## src/rtl/uart_pkg.sv

```systemverilog
// Shared UART definitions: receiver state encoding, baud constant and frame-format defaults.
package uart_pkg;

    localparam int CLKS_PER_BIT_115200 = 868;
    localparam int DATA_BITS_DEFAULT   = 8;

    typedef enum logic [2:0] {
        IDLE       = 3'd0,
        START      = 3'd1,
        DATA       = 3'd2,
        STOP       = 3'd3,
        BREAK_WAIT = 3'd4
    } rx_state_e;

endpackage

```

## src/rtl/sync_2ff.sv

```systemverilog
// Two-flop synchroniser for a single asynchronous input; reset value is a parameter
// so idle-high lines such as a UART RX pin do not fake an edge out of reset.
module sync_2ff #(
    parameter logic RESET_VAL = 1'b1
) (
    input  logic i_clk,
    input  logic i_rst,
    input  logic i_d,
    output logic o_q
);

    logic meta_q;
    logic sync_q;

    always_ff @(posedge i_clk) begin
        if (i_rst) begin
            meta_q <= RESET_VAL;
            sync_q <= RESET_VAL;
        end else begin
            meta_q <= i_d;
            sync_q <= meta_q;
        end
    end

    assign o_q = sync_q;

endmodule

```

## src/rtl/uart_rx_core.sv

```systemverilog
// Oversampled UART receiver: start-bit glitch rejection, mid-bit sampling, framing-error
// flag and break hold-off. Emits one-cycle valid / error strobes to the write FSM.
module uart_rx_core
    import uart_pkg::*;
#(
    parameter int CLKS_PER_BIT = CLKS_PER_BIT_115200,
    parameter int DATA_BITS    = DATA_BITS_DEFAULT
) (
    input  logic                 i_clk,
    input  logic                 i_rst,
    input  logic                 i_rx_serial,
    output logic [DATA_BITS-1:0] o_rx_data,
    output logic                 o_rx_valid,
    output logic                 o_frame_err,
    output logic                 o_busy
);

    localparam int CW = $clog2(CLKS_PER_BIT);
    localparam int IW = $clog2(DATA_BITS);
    localparam logic [CW-1:0] HALF     = CW'((CLKS_PER_BIT - 1) / 2);
    localparam logic [CW-1:0] LAST     = CW'(CLKS_PER_BIT - 1);
    localparam logic [IW-1:0] BIT_LAST = IW'(DATA_BITS - 1);

    logic                 rx_s;
    rx_state_e            state_q;
    logic [CW-1:0]        cnt_q;
    logic [IW-1:0]        bit_idx_q;
    logic [DATA_BITS-1:0] shift_q;
    logic [DATA_BITS-1:0] data_q;
    logic                 done_q;
    logic                 stop_bit_q;
    logic                 valid_q;
    logic                 err_q;

    sync_2ff #(
        .RESET_VAL(1'b1)
    ) u_rx_sync (
        .i_clk(i_clk),
        .i_rst(i_rst),
        .i_d  (i_rx_serial),
        .o_q  (rx_s)
    );

    always_ff @(posedge i_clk) begin
        if (i_rst) begin
            state_q    <= IDLE;
            cnt_q      <= '0;
            bit_idx_q  <= '0;
            shift_q    <= '0;
            data_q     <= '0;
            done_q     <= 1'b0;
            stop_bit_q <= 1'b0;
            valid_q    <= 1'b0;
            err_q      <= 1'b0;
        end else begin
            // Stop-bit verdict is registered once, then published the following cycle.
            valid_q <= done_q & stop_bit_q;
            err_q   <= done_q & ~stop_bit_q;
            done_q  <= 1'b0;
            if (done_q && stop_bit_q) begin
                data_q <= shift_q;
            end

            case (state_q)
                IDLE: begin
                    if (!rx_s) begin
                        state_q <= START;
                        cnt_q   <= '0;
                    end
                end
                START: begin
                    if (cnt_q == HALF) begin
                        cnt_q     <= '0;
                        bit_idx_q <= '0;
                        state_q   <= rx_s ? IDLE : DATA;
                    end else begin
                        cnt_q <= cnt_q + 1'b1;
                    end
                end
                DATA: begin
                    if (cnt_q == LAST) begin
                        cnt_q              <= '0;
                        shift_q[bit_idx_q] <= rx_s;
                        if (bit_idx_q == BIT_LAST) begin
                            state_q <= STOP;
                        end else begin
                            bit_idx_q <= bit_idx_q + 1'b1;
                        end
                    end else begin
                        cnt_q <= cnt_q + 1'b1;
                    end
                end
                STOP: begin
                    if (cnt_q == LAST) begin
                        cnt_q      <= '0;
                        done_q     <= 1'b1;
                        stop_bit_q <= rx_s;
                        state_q    <= rx_s ? IDLE : BREAK_WAIT;
                    end else begin
                        cnt_q <= cnt_q + 1'b1;
                    end
                end
                BREAK_WAIT: begin
                    if (rx_s) begin
                        state_q <= IDLE;
                    end
                end
                default: begin
                    state_q   <= IDLE;
                    cnt_q     <= '0;
                    bit_idx_q <= '0;
                end
            endcase
        end
    end

    assign o_rx_data   = data_q;
    assign o_rx_valid  = valid_q;
    assign o_frame_err = err_q;
    assign o_busy      = (state_q != IDLE);

endmodule
```

## config.mk

```make
export PLATFORM = sky130hd
export DESIGN_NAME = uart_rx_core
export DESIGN_NICKNAME = d
export VERILOG_FILES = /design/src/rtl/uart_pkg.sv /design/src/rtl/sync_2ff.sv /design/src/rtl/uart_rx_core.sv
export SDC_FILE = /design/constraint.sdc
export NUM_CORES = 1
export LEC_CHECK = 0
export BUFFER_PORTS_ARGS = -buffer_cell sky130_fd_sc_hd__buf_2
export CORE_UTILIZATION = 53
export CTS_CLUSTER_DIAMETER = 100
export CTS_CLUSTER_SIZE = 16
export DETAILED_ROUTE_END_ITERATION = 10
export GPL_TIMING_DRIVEN = 0
export PLACE_DENSITY_LB_ADDON = 0.2
export SKIP_LAST_GASP = 1
export SLEW_MARGIN = 20
export SYNTH_ARGS = -nofsm -noshare
export SYNTH_HDL_FRONTEND = slang
export SYNTH_SLANG_ARGS = --single-unit
```

## constraint.sdc

```tcl
create_clock -name i_clk -period 1.6 [get_ports i_clk]
set_input_delay 0.32 -clock i_clk [delete_from_list [all_inputs] [get_ports i_clk]]
set_output_delay 0.32 -clock i_clk [all_outputs]
set_load 0.03 [all_outputs]
```

-- Yosys cells after proc, flatten, opt, wreduce, memory -nomap -nowiden
Cells that the tools add are included.
- add/subtract/negate cells: 2
- magnitude comparators: 2
- equality and inequality tests: 14
- muxes and demuxes: 21
- bitwise operators: 6
- reductions and logical operators: 12
- operator list (operator ; number):
    $pmux W10 S4 ; 1
    $mux W10 ; 3
    $mux W3 ; 10
    $pmux W3 S5 ; 1
    $ne A2 B2 Y1 const B ; 6
    $add A10 B1 Y10 const B ; 1
    $eq A10 B10 Y1 const B ; 1
    $eq A10 B9 Y1 const B ; 1
    $pmux W3 S3 ; 1
    $bwmux W8 ; 1
    $eq A3 B2 Y1 const B ; 2
    $eq A3 B3 Y1 const B ; 2
    $reduce_and A2 Y1 ; 3
    $reduce_and A6 Y1 ; 1
    $lt A3 B4 Y1 const B ; 1
    $not A1 Y1 ; 4
    $reduce_and A4 Y1 ; 1
    $reduce_or A2 Y1 ; 2
    $add A3 B1 Y3 const B ; 1
    $demux W1 S3 ; 1
    $eq A3 B1 Y1 const B ; 1
    $ge A3 B1 Y1 const B ; 1
    $logic_not A3 Y1 ; 1
    $reduce_bool A3 Y1 ; 1
    6 further kinds ; 9
- register bits: 38
- input port bits: 3
- output and inout port bits: 11
- word-level logic and storage cells: 68

-- Longest topological paths before layout
- word-level depth: 5
- gate-level depth with buffers: 7
- gate-level depth less buffers: 6

-- Modules after synthesis
Synthesis repeated with hierarchy kept, for this count alone.
- cells, all modules: 230
- area, all modules: 1940.6 um2
- modules (own cells, without submodules) (module ; times used ; cells an instance ; area each (um2) ; sequential area each (um2)):
    uart_rx_core ; 1 ; 226 ; 1888.1 ; 720.7
    sync_2ff ; 1 ; 4 ; 52.6 ; 40.0

-- Worst setup path before layout
No wires, ideal clock.
- path type: register to register
- from: reg cnt_q[0]
- to: reg bit_idx_q[0]
- setup time: 123 ps
- arrival time: 1597 ps
- data required time: 1477 ps
- setup slack: -120 ps
- cell stages (with the launch flop): 6
- buffers on the path: 0
- period minus slack after synthesis: 1720 ps
- cells stage by stage: dfxtp_1 -> ha_1 -> nor2b_1 -> a41oi_2 -> a211oi_2 -> mux2_1
- cells in the longest elaborated chain, start to end: 3
- elaborated cells between the ends (all ways): 5
- those cells by class: 4 x eq/ne; 1 x reduce/logical
- RTL lines (element ; RTL line ; RTL):
    start, declared ; uart_rx_core.sv:26 ; logic [CW-1:0] cnt_q;
    start signal, assigned ; uart_rx_core.sv:77 ; cnt_q <= cnt_q + 1'b1;
    start signal, assigned ; uart_rx_core.sv:90 ; cnt_q <= cnt_q + 1'b1;
    start signal, assigned ; uart_rx_core.sv:100 ; cnt_q <= cnt_q + 1'b1;
    $eq A10 B10 Y1 or $eq A10 B9 Y1 (tied branches) ; uart_rx_core.sv:81, uart_rx_core.sv:72 ;
    $ne A2 B2 Y1 (no line) ; -- ;
    $reduce_and A4 Y1 (no line) * ; -- ;
    end signal, assigned ; uart_rx_core.sv:87 ; bit_idx_q <= bit_idx_q + 1'b1;
    end, declared ; uart_rx_core.sv:27 ; logic [IW-1:0] bit_idx_q;
Mark *: on every way between the ends. The rest lies on a longest branch, timed or not.
A chain may end at the register's enable or synchronous reset.

-- Worst setup path in the final report
- from: reg cnt_q[1]
- to: reg cnt_q[5]
- cells in the longest elaborated chain, start to end: 3
- elaborated cells between the ends (all ways): 6
- those cells by class: 1 x add/sub; 2 x eq/ne; 3 x mux
- RTL lines (element ; RTL line ; RTL):
    $add A10 B1 Y10, or another cell as far along ; uart_rx_core.sv:77, uart_rx_core.sv:90, uart_rx_core.sv:100 ;
    $mux W10, on equally long branches ; uart_rx_core.sv:81, uart_rx_core.sv:94, uart_rx_core.sv:72 ;
    $pmux W10 S4 * ; uart_rx_core.sv:64 ; case (state_q)
Marked as above.

==> results_dict.tcl <==
set metrics [dict create \
    worst-path-buf-inv 1 \
    rr_worst_depth 6 \
    worst_hold_path.endpoint "u_rx_sync.meta_q$_SDFF_PP1_" \
    power_density_nw_per_um2 791.1 \
    first_pass_iters 4 \
    ys_types 48 \
    cts-root-buf "clkbuf_4" \
    finalCritPeriodShare 1.053 \
    vias 1752 \
    rsz0062_at_grt "true" \
    grtUsageMet1 0.2784 \
    p_sw_frac 0.2222 \
    routed_wl_um 4559 \
    use_met2 0.4038 \
    postSynth.asyncResetShare 0 \
    critPathArrivalTime_ns 1.97 \
    setup.worst_path.end_class "flip-flop" \
    holdBufCountCts 0 \
    clock-sinks 38 \
    drc 0 \
    whs_path_depth 2 \
    clockBufferDepth 2 \
    die_h_um 62.20 \
    violations "setup timing" \
    holdWs_ns 0.1404 \
    ant_nets 0 \
    routabilityCongestion 0.8308 \
    p_comb_frac 0.051 \
    r2r_start "cnt_q[1]$_SDFFE_PP0P_" \
    yosys.area.top_type "dfxtp_1" \
    timing_hold_violations_final 0 \
    antenna_cells 0 \
    die_area_um2 3868 \
    stdcell_area_um2 2382 \
    h-tree-depth 2 \
    synth-edff-count 0 \
    synth_ff_type "dfxtp_1" \
    grt_max_degree 14 \
    cp-start-kind "flip-flop" \
    drv_slew 0 \
    wl_per_cell_um 15.40 \
    multi_input_area_um2 1164 \
    dp_slack_ns -0.2216 \
    grt_busiest_layer "met2" \
    min-delay-path-class "in -> reg" \
    p_int_mw 1.466 \
    gr-usage-met3 0.05331 \
    port_buffers 13 \
    fillCellCount 277 \
    synthCells 219 \
    fin_util 0.6974 \
    seq_area_um2 789.5 \
    crit_chain "inv_2, ha_4, and2_4, a41oi_4, or4b_1, a31oi_1" \
    clkTransAtPathRegs_ns 0.11 \
    hpwl_um 2883 \
    power_leakage_nw 0.9155 \
    worst_path_max_delay_cell "or4b_1" \
    antenna_found_initial 0 \
    tightestPinTransition_ns 0.5470 \
    layout_common_cells "nand2_1 (33), dfxtp_1 (29), nand3_1 (16), buf_4 (13), buf_2 (13)" \
    start_util 0.5623 \
    p_seq_frac 0.504 \
    total_power_mw 1.885 \
    status "finished, violations left" \
    synth.cell_area_um2 1921 \
    min_from "i_rx_serial" \
    final-setup-viol-count 4 \
    area_growth_pct 24.04 \
    maxCapViolations 0 \
    syn_avg_cell_area_um2 8.770 \
    drive_gt1_frac 0.2880 \
    die_width_um 62.20 \
    nNetsFinal 257 \
    vias_per_cell 5.919 \
    tritoncts.num_buffers 5 \
    critical-path-top-delay-family "simple AND/OR/NAND/NOR gates" \
    placed_cell_area_um2 2059 \
    ys_seq_elements 38 \
    syn_nets 227 \
    fin_ws_ns -0.08544 \
    cts_tree "built" \
    p_switching_mw 0.4188 \
    yosys.area.top_type_share 0.3961 \
    r2r_slack_ns -0.09 \
    num_rows 21 \
    synth_seq_area_share 0.3961 \
    cp_max_fo 5 \
    grt_overflow_total 0 \
    layout_commonest_cell "nand2_1" \
    path_class "reg -> reg" \
    grt_pass1_wl_um 7286 \
    synth.area.top_cells "dfxtp_1 (40%), nand2_1 (6.4%), mux2i_1 (5.7%), nand3_1 (4.4%), ha_1 (3.3%)" \
    grt_usage 0.2362 \
    yosys_warnings 0 \
    cp.required_ns 1.89 \
    io_pins 14 \
    grt_pass1_vias 1632 \
    period_minus_slack_ns 1.685 \
    relSlewSlack 0.6353 \
    finalClockSkew_ns 0.01298 \
    vdd_drop_max_v 0.0008435 \
    rr_endpoint "cnt_q[5]$_SDFFE_PP0P_" \
    clockPowerShare 0.446 \
    drtIter0Drc 138 \
    core_area_um2 3416 \
    clk_latency_ns 0.37 \
    slowest_delay_ns 0.49 \
    max_freq_ghz 0.5933 \
]
-- layout make-up --
cell class,count,area share
plain buffers,12,0.03151
repair buffers,26,0.07511
inverters,3,0.004727
flip-flops and latches,38,0.3314
well taps,46,0.02416
clock inverters,3,0.02889
multi-input cells,163,0.4884
clock buffers,5,0.01576
-- power groups by stage --
stage	combinational, mW	clock (mW)	sequential, mW
final	0.0958	0.840	0.949
after global routing	0.104	0.886	0.951
after CTS	0.0842	0.838	0.953
after detailed placement	0.0755	0	0.977
after global placement	0.0746	0	0.977
after floorplan	0.0551	0	0.976
-- per-stage QoR --
| stage | std cells | setup TNS (ns) |
|---|---|---|
| after detailed placement | 278 | -2.517 |
| final | 296 | -0.1190 |
| after floorplan | 219 | -0.03394 |
| after global routing | 296 | -1.074 |
| after CTS | 290 | -0.07553 |
| after global placement | 278 | -2.231 |
-- registers in the layout, indices dropped and copies added, names as in the netlist, 3 cells and up --
name	count
state_q	3
cnt_q	10
o_rx_data	8
shift_q	8
bit_idx_q	3
-- logic make-up after synthesis --
logic type,count (synthesis),synth area share
simple gates,110,0.3166
buf+inv,18,0.04430
xor+xnor,2,0.009122
compound gates,34,0.1381
fa+ha+maj,5,0.03257
mux,12,0.06319
flops,38,0.3961
-- timing repair --
action | in CTS | in global routing
pin swaps | 12 | 7
buffers inserted | 7 | 6
gates resized for setup | 28 | 14
setup endpoints to repair | 24 | 21
-- how the worst max path moves through the flow --
stage,start,to,cells past startpoint
detailed placement,cnt_q[0]$_SDFFE_PP0P_,bit_idx_q[0]$_SDFFE_PP0P_,5
finish,cnt_q[1]$_SDFFE_PP0P_,cnt_q[5]$_SDFFE_PP0P_,6
global placement,cnt_q[0]$_SDFFE_PP0P_,state_q[0]$_SDFFE_PP0P_,6
floorplan,cnt_q[2]$_SDFFE_PP0P_,bit_idx_q[0]$_SDFFE_PP0P_,5
global route,cnt_q[1]$_SDFFE_PP0P_,cnt_q[5]$_SDFFE_PP0P_,6
CTS,cnt_q[0]$_SDFFE_PP0P_,bit_idx_q[0]$_SDFFE_PP0P_,5
-- cells in the mapped netlist (3+ instances only) --
cell type / number
a31oi_1: 5
nor3_1: 5
dfxtp_1: 38
inv_1: 3
nand2_1: 33
buf_2: 5
clkbuf_1: 6
and2_1: 3
mux2i_1: 11
or2_2: 3
nand4b_1: 3
a21oi_1: 12
nand3_1: 17
nor2b_1: 4
nor2_1: 14
ha_1: 5
nand3b_1: 6
nand4_1: 6
-- layer usage --
layer	part of all wire	wire (um)
met2	0.51	2304
met3	0.048	221
met4	0.025	112
met1	0.42	1921
met5	0	0
Note: power is estimated with default switching activity, not from simulation.
